### config.mk
export PLATFORM = sky130hd
export DESIGN_NAME = riscv_bu_resolve
export DESIGN_NICKNAME = d
export VERILOG_FILES = /design/src/rtl/riscv_bu_resolve.sv
export SDC_FILE = /design/constraint.sdc
export NUM_CORES = 1
export LEC_CHECK = 0
export BUFFER_PORTS_ARGS = -buffer_cell sky130_fd_sc_hd__buf_2
export CAP_MARGIN = 20
export CORE_AREA = 2 2 131 133
export CTS_BUF_LIST = sky130_fd_sc_hd__clkbuf_4
export DETAILED_ROUTE_END_ITERATION = 7
export DIE_AREA = 0 0 133 135
export PLACE_DENSITY = 0.81
export SYNTH_ARGS = -nofsm -noshare
export SYNTH_HDL_FRONTEND = slang
export SYNTH_SLANG_ARGS = --single-unit
export TNS_END_PERCENT = 30
### constraint.sdc
create_clock -name clk_i -period 6.95 [get_ports clk_i]
set_input_delay 0.3475 -clock clk_i [delete_from_list [all_inputs] [get_ports clk_i]]
set_output_delay 0.3475 -clock clk_i [all_outputs]
set_load 0.005 [all_outputs]
### src/rtl/riscv_bu_resolve.sv
// Execute-stage branch resolution: detects mispredicts, raises a one-cycle flush with the
// redirect PC, owns the global history register and drives predictor update pulses.
module riscv_bu_resolve #(
  parameter int unsigned      XLEN           = 32,
  parameter logic [XLEN-1:0]  PC_INIT        = 'h200,
  parameter bit               HAS_BPU        = 1'b1,
  parameter int unsigned      BP_GLOBAL_BITS = 2,
  parameter int unsigned      CNT_BITS       = 32
) (
  input  logic                      clk_i,
  input  logic                      rst_ni,
  input  logic                      ex_stall_i,
  input  logic                      ex_valid_i,
  input  logic                      ex_is_cbranch_i,
  input  logic                      ex_is_jump_i,
  input  logic [XLEN-1:0]           ex_pc_i,
  input  logic [XLEN-1:0]           ex_pred_npc_i,
  input  logic [1:0]                ex_bp_predict_i,
  input  logic                      ex_taken_i,
  input  logic [XLEN-1:0]           ex_target_i,
  input  logic                      cnt_clr_i,
  output logic                      bu_flush_o,
  output logic [XLEN-1:0]           bu_nxt_pc_o,
  output logic                      bu_bp_update_o,
  output logic [XLEN-1:0]           bu_bp_pc_o,
  output logic [BP_GLOBAL_BITS-1:0] bu_bp_history_o,
  output logic [1:0]                bu_bp_predict_o,
  output logic                      bu_bp_btaken_o,
  output logic [CNT_BITS-1:0]       cnt_branch_o,
  output logic [CNT_BITS-1:0]       cnt_mispredict_o
);

  logic                      flush_q, flush_d;
  logic [XLEN-1:0]           nxt_pc_q, nxt_pc_d;
  // Registered "accepted conditional branch"; drives both the update pulse and the counter.
  logic                      cb_evt_q, cb_evt_d;
  logic [XLEN-1:0]           bp_pc_q, bp_pc_d;
  logic [1:0]                bp_predict_q, bp_predict_d;
  logic                      btaken_q, btaken_d;
  logic [BP_GLOBAL_BITS-1:0] ghr_q, ghr_d, ghr_shift;
  logic [CNT_BITS-1:0]       cnt_branch_q, cnt_branch_d;
  logic [CNT_BITS-1:0]       cnt_mis_q, cnt_mis_d;

  logic            accept, taken_eff, mispredict;
  logic [XLEN-1:0] anpc;

  if (BP_GLOBAL_BITS == 1) begin : g_ghr1
    assign ghr_shift = btaken_q;
  end else begin : g_ghrn
    assign ghr_shift = {ghr_q[BP_GLOBAL_BITS-2:0], btaken_q};
  end

  always_comb begin
    // The EX instruction seen during a flush cycle is wrong-path.
    accept     = ex_valid_i & ~ex_stall_i & ~flush_q;
    taken_eff  = ex_is_jump_i | (ex_is_cbranch_i & ex_taken_i);
    anpc       = taken_eff ? ex_target_i : ex_pc_i + XLEN'(4);
    mispredict = accept & (ex_is_cbranch_i | ex_is_jump_i) & (anpc != ex_pred_npc_i);

    flush_d  = mispredict;
    nxt_pc_d = mispredict ? anpc : nxt_pc_q;
    cb_evt_d = accept & ex_is_cbranch_i;

    bp_pc_d      = bp_pc_q;
    bp_predict_d = bp_predict_q;
    btaken_d     = btaken_q;
    if (HAS_BPU && cb_evt_d) begin
      bp_pc_d      = ex_pc_i;
      bp_predict_d = ex_bp_predict_i;
      btaken_d     = ex_taken_i;
    end

    ghr_d = ghr_q;
    if (HAS_BPU && cb_evt_q) begin
      ghr_d = ghr_shift;
    end

    cnt_branch_d = cnt_branch_q;
    cnt_mis_d    = cnt_mis_q;
    if (cnt_clr_i) begin
      cnt_branch_d = '0;
      cnt_mis_d    = '0;
    end else begin
      if (cb_evt_q) cnt_branch_d = cnt_branch_q + CNT_BITS'(1);
      if (flush_q)  cnt_mis_d    = cnt_mis_q + CNT_BITS'(1);
    end
  end

  always_ff @(posedge clk_i or negedge rst_ni) begin
    if (!rst_ni) begin
      flush_q      <= 1'b0;
      nxt_pc_q     <= PC_INIT;
      cb_evt_q     <= 1'b0;
      bp_pc_q      <= '0;
      bp_predict_q <= '0;
      btaken_q     <= 1'b0;
      ghr_q        <= '0;
      cnt_branch_q <= '0;
      cnt_mis_q    <= '0;
    end else begin
      flush_q      <= flush_d;
      nxt_pc_q     <= nxt_pc_d;
      cb_evt_q     <= cb_evt_d;
      bp_pc_q      <= bp_pc_d;
      bp_predict_q <= bp_predict_d;
      btaken_q     <= btaken_d;
      ghr_q        <= ghr_d;
      cnt_branch_q <= cnt_branch_d;
      cnt_mis_q    <= cnt_mis_d;
    end
  end

  assign bu_flush_o       = flush_q;
  assign bu_nxt_pc_o      = nxt_pc_q;
  assign bu_bp_update_o   = HAS_BPU & cb_evt_q;
  assign bu_bp_pc_o       = bp_pc_q;
  assign bu_bp_history_o  = ghr_q;
  assign bu_bp_predict_o  = bp_predict_q;
  assign bu_bp_btaken_o   = btaken_q;
  assign cnt_branch_o     = cnt_branch_q;
  assign cnt_mispredict_o = cnt_mis_q;

endmodule

==> out/qor.log <==
[status] status finished clean
[floorplan] DIE WIDTH 133 um
[power] Overall Power 1.97 mW
[global_route] vias in the first global route 6953
[logic_synthesis] Synth warnings 0
[timing] Final Hold Violating Endpoints 0
[hold_path] cell depth of the worst min-delay path 2
[worst_setup_path] FF-to-FF End cnt_mispredict_o[31]$_DFFE_PN0P_
[clock_tree] postcts setup bufs 0
[timing] final count of negative-setup-slack endpoints 0
[worst_setup_path] critical path startpoint category input port
[global_route] largest net degree at the start of global routing 70
[worst_setup_path] CP bufs+invs 3
[power] Cell Int Power 1.36 mW
[worst_setup_path] Critical Path Fanout Max 25
[detailed_routing] # DRC 0
[job] number of max-cap violations 0
[placement] port bufs 240
[power] IR drop worst, VDD 0.000119 V
[clock_tree] number of clock sinks seen by CTS 135
[global_route] gr usage total 27.2%
[timing] final setup TNS 0 ps
[floorplan] starting density of the core 49.7%
[clock_tree] number of buffers inserted during clock tree synthesis 17
[logic_synthesis] netlist area before placement 8150 sq um
[floorplan] number of rows created at floorplan 47
[logic_synthesis] number of synthesized flops with an enable pin 0
[logic_synthesis] Cell variety after synth 76
[power] share of total power in the clock network 29.8%
[worst_setup_path] crit-path cells buf_2 > a21oi_2 > buf_4 > nor2_1 > o21ai_0 > o2111ai_1 > or4_1 > nor4_1 > nand4_1 > o221a_2 > buf_12 > mux2_4
[clock_tree] Longest Clk Path Bufs 2
[global_route] total gr overflow 0
[global_route] number of antenna violations at the first check in global routing 1
[logic_synthesis] share of async-settable or async-resettable flops after synthesis 100%
[logic_synthesis] Synth Net Count 966
[power] Logic pwr share 22.6%
[global_route] first-pass GRT wire length 37600 um
[power] leakage power total 4.56 nW
[worst_setup_path] worst reg2reg startpoint cnt_mispredict_o[3]$_DFFE_PN0P_
[detailed_routing] Antenna Nets Post-Route 0
[hold_path] HP Start ex_bp_predict_i[0]
[final_layout] antenna diode count 0
[clock_tree] clock latency of the later-clocked register in the worst-skew pair 550 ps
[timing] Worst Skew 17.3 ps
[placement] final estimated routing congestion in global placement 1.03
[detailed_routing] 1st-pass router iterations 6
[hold_path] Hold Path Sink bu_bp_predict_o[0]$_DFFE_PN0P_
[power] Sequential Power Share 47.6%
[logic_synthesis] syn avg cell area 9.51 sq um
[worst_setup_path] max incr delay on CP 740 ps
[floorplan] area inside the core boundary 16400 sq um
[detailed_routing] vias post-DR 7429
[final_layout] share of post-route cells with drive strength above 1 33.1%
[clock_tree] Clock Pin Slew Worst Setup and Hold Paths 120 ps
[timing] worst-margin pin slew 927 ps
[power] pwr/cell area 201 nW/um^2
[worst_setup_path] required time of the critical path 7380 ps
[logic_synthesis] number of instances in the synthesized netlist 857
[clock_tree] H-tree levels 4
[timing] setup repair after global routing missed its margin no
[logic_synthesis] sequential element share of the synthesized area 41.5%
[timing] remaining max-slew budget at the tightest pin 38.2%
[detailed_routing] mean number of vias per cell 5.69
[detailed_routing] DR iter-0 viols 575
[timing] f_max 284 MHz
[worst_setup_path] Largest delay share family, worst path compound AO/OA/AOI/OAI gates
[floorplan] IO Count 241
[final_layout] area added between synthesis and finish 20.1%
[clock_tree] post-cts repair resize count 0
[worst_setup_path] Worst Reg-to-Reg Cells 7
[floorplan] overall die area 18000 sq um
[worst_setup_path] Worst Path Arrival 3950 ps
[detailed_routing] WL final 24300 um
[timing] minimum clock period 3530 ps
[timing] final worst path period share 50.7%
[worst_setup_path] slack of the worst reg-to-reg path 4350 ps
[worst_setup_path] critical path class in2reg
[placement] Final HPWL DP 18900 um
[hold_path] class of the tightest hold or removal check in2reg
[logic_synthesis] ys flop type sky130_fd_sc_hd__dfrtp_1
[power] net switching share of the total power 30.8%
[logic_synthesis] flip-flop and latch count after synthesis 135
[final_layout] Final #Nets 1181
[worst_setup_path] sort of element at the end of the critical path flop
[worst_setup_path] highest-delay cell along the critical path sky130_fd_sc_hd__a21oi_2
[clock_tree] CTS tree yes
[timing] count of pins over their slew limit 0
[detailed_routing] routed wirelength normalized by instance count 18.7 um
[power] Net Sw Power 605 uW
[clock_tree] library cell used as clock root buffer sky130_fd_sc_hd__clkbuf_4
[floorplan] die height 135 um
cell type report:
cell class | instances | area (sq um)
inverters | 29 | 109
well taps | 220 | 275
clock buffers | 17 | 128
fillers | 1451 | 6620
multi-input cells | 642 | 4420
clock inverters | 15 | 190
flip-flops and latches | 135 | 3380
repair buffers | 247 | 1290
power groups by stage:
stage               registers, mW  logic [mW]  clock network (mW)
floorplan                   0.952       0.218                   0
global placement            0.949       0.434                   0
detailed placement          0.951       0.443                   0
CTS                         0.937       0.443               0.604
global route                0.948       0.481               0.638
finish                      0.937       0.444               0.586
placed cells by master (no fill, tap or decap), types with 10 or more instances in the layout:
cell type / synthesis / final
sky130_fd_sc_hd__dfrtp_1: 134 / 134
sky130_fd_sc_hd__inv_1: 29 / 29
sky130_fd_sc_hd__o21ai_0: 43 / 43
sky130_fd_sc_hd__nor2_1: 86 / 86
sky130_fd_sc_hd__nand2_1: 72 / 72
sky130_fd_sc_hd__and3_1: 20 / 20
sky130_fd_sc_hd__clkbuf_4: 0 / 17
sky130_fd_sc_hd__mux2_2: 37 / 37
sky130_fd_sc_hd__nand3_1: 51 / 51
sky130_fd_sc_hd__mux2_4: 26 / 26
sky130_fd_sc_hd__nand4_1: 21 / 21
sky130_fd_sc_hd__xnor2_1: 36 / 36
sky130_fd_sc_hd__a21oi_1: 24 / 23
sky130_fd_sc_hd__xor2_1: 62 / 62
sky130_fd_sc_hd__or3_1: 13 / 13
sky130_fd_sc_hd__nand2b_1: 10 / 10
sky130_fd_sc_hd__buf_2: 14 / 239
sky130_fd_sc_hd__nor3_1: 20 / 20
synthesized netlist by cell type, types with 4 or more instances:
cell type	instances	area share (%)
sky130_fd_sc_hd__dfrtp_1	134	41
sky130_fd_sc_hd__nor2_1	86	4.0
sky130_fd_sc_hd__nand2_1	72	3.3
sky130_fd_sc_hd__xor2_1	62	6.7
sky130_fd_sc_hd__nand3_1	51	3.1
sky130_fd_sc_hd__o21ai_0	43	2.6
sky130_fd_sc_hd__mux2_2	37	5.1
sky130_fd_sc_hd__xnor2_1	36	3.9
sky130_fd_sc_hd__inv_1	29	1.3
sky130_fd_sc_hd__clkbuf_1	26	1.2
sky130_fd_sc_hd__mux2_4	26	4.8
sky130_fd_sc_hd__a21oi_1	24	1.5
sky130_fd_sc_hd__nand4_1	21	1.6
sky130_fd_sc_hd__and3_1	20	1.5
sky130_fd_sc_hd__nor3_1	20	1.2
sky130_fd_sc_hd__buf_2	14	0.86
sky130_fd_sc_hd__or3_1	13	1.0
sky130_fd_sc_hd__nand2b_1	10	0.77
sky130_fd_sc_hd__mux2i_1	6	0.74
sky130_fd_sc_hd__nor3b_1	6	0.55
sky130_fd_sc_hd__nor4_1	6	0.46
sky130_fd_sc_hd__o2111ai_1	6	0.64
sky130_fd_sc_hd__a211oi_1	5	0.46
sky130_fd_sc_hd__a31oi_1	5	0.38
sky130_fd_sc_hd__and4_1	5	0.54
sky130_fd_sc_hd__and2_1	4	0.31
sky130_fd_sc_hd__buf_1	4	0.18
sky130_fd_sc_hd__buf_6	4	0.55
sky130_fd_sc_hd__o221ai_1	4	0.43
sky130_fd_sc_hd__or4_1	4	0.37
state kept, by name, summed over array words and instances, names as in the netlist:
signal,cells
bu_bp_pc_o,32
bu_nxt_pc_o,32
cnt_branch_o,32
cnt_mispredict_o,32
bu_bp_history_o,2
bu_bp_predict_o,2
bu_bp_btaken_o,1
bu_bp_update_o,1
bu_flush_o,1
per-layer routing:
layer  global-route usage [%]  wire [um]  vias to the layer above
met5                        0         13                        -
met4                     10.3        785                        2
met3                     5.59       1810                       53
met2                     45.3      11600                      363
met1                     35.0      10100                     3532
li1                         -          -                     3479
per-stage QoR:
stage	hold WS, ps	setup WS [ps]	instances	area, sq um	utilization, %
after floorplan	51.9	3910	857	8150	-
after global placement	376	2790	1269	9410	57.4
after detailed placement	377	2780	1269	9410	57.4
after CTS	2.73	3390	1303	9750	59.4
after global routing	0.937	3370	1305	9790	59.7
final	48.2	3420	1305	9790	59.7
cell families (layout without fill, tap and decap cells):
family	after synthesis	after routing	synth area share (%)
and+or+nand+nor	340	340	21.6
adders and majority gates	3	3	0.461
DFF	135	135	41.5
muxes	72	72	11.1
AOI/OAI and AO/OA	129	129	10.5
buffers and inverters	80	308	4.41
xor gates and xnor gates	98	98	10.5
worst max-delay path by stage:
stage                    start                     endpoint  depth (start not counted)
detailed placement  ex_taken_i   bu_nxt_pc_o[1]$_DFFE_PN0P_                         11
global placement    ex_taken_i   bu_nxt_pc_o[2]$_DFFE_PN0P_                         11
finish              ex_taken_i  bu_nxt_pc_o[20]$_DFFE_PN0P_                         12
CTS                 ex_taken_i   bu_nxt_pc_o[1]$_DFFE_PN0P_                         11
floorplan           ex_pc_i[6]  bu_nxt_pc_o[10]$_DFFE_PN0P_                         13
global route        ex_taken_i   bu_nxt_pc_o[1]$_DFFE_PN0P_                         12
timing repair:
item / 4_1_cts / 5_1_grt
setup endpoints to repair: 0 / 0
hold buffers: 2 / 0
endpoints found under the hold margin: 68 / 0
Note: power is estimated with default switching activity, not from simulation.
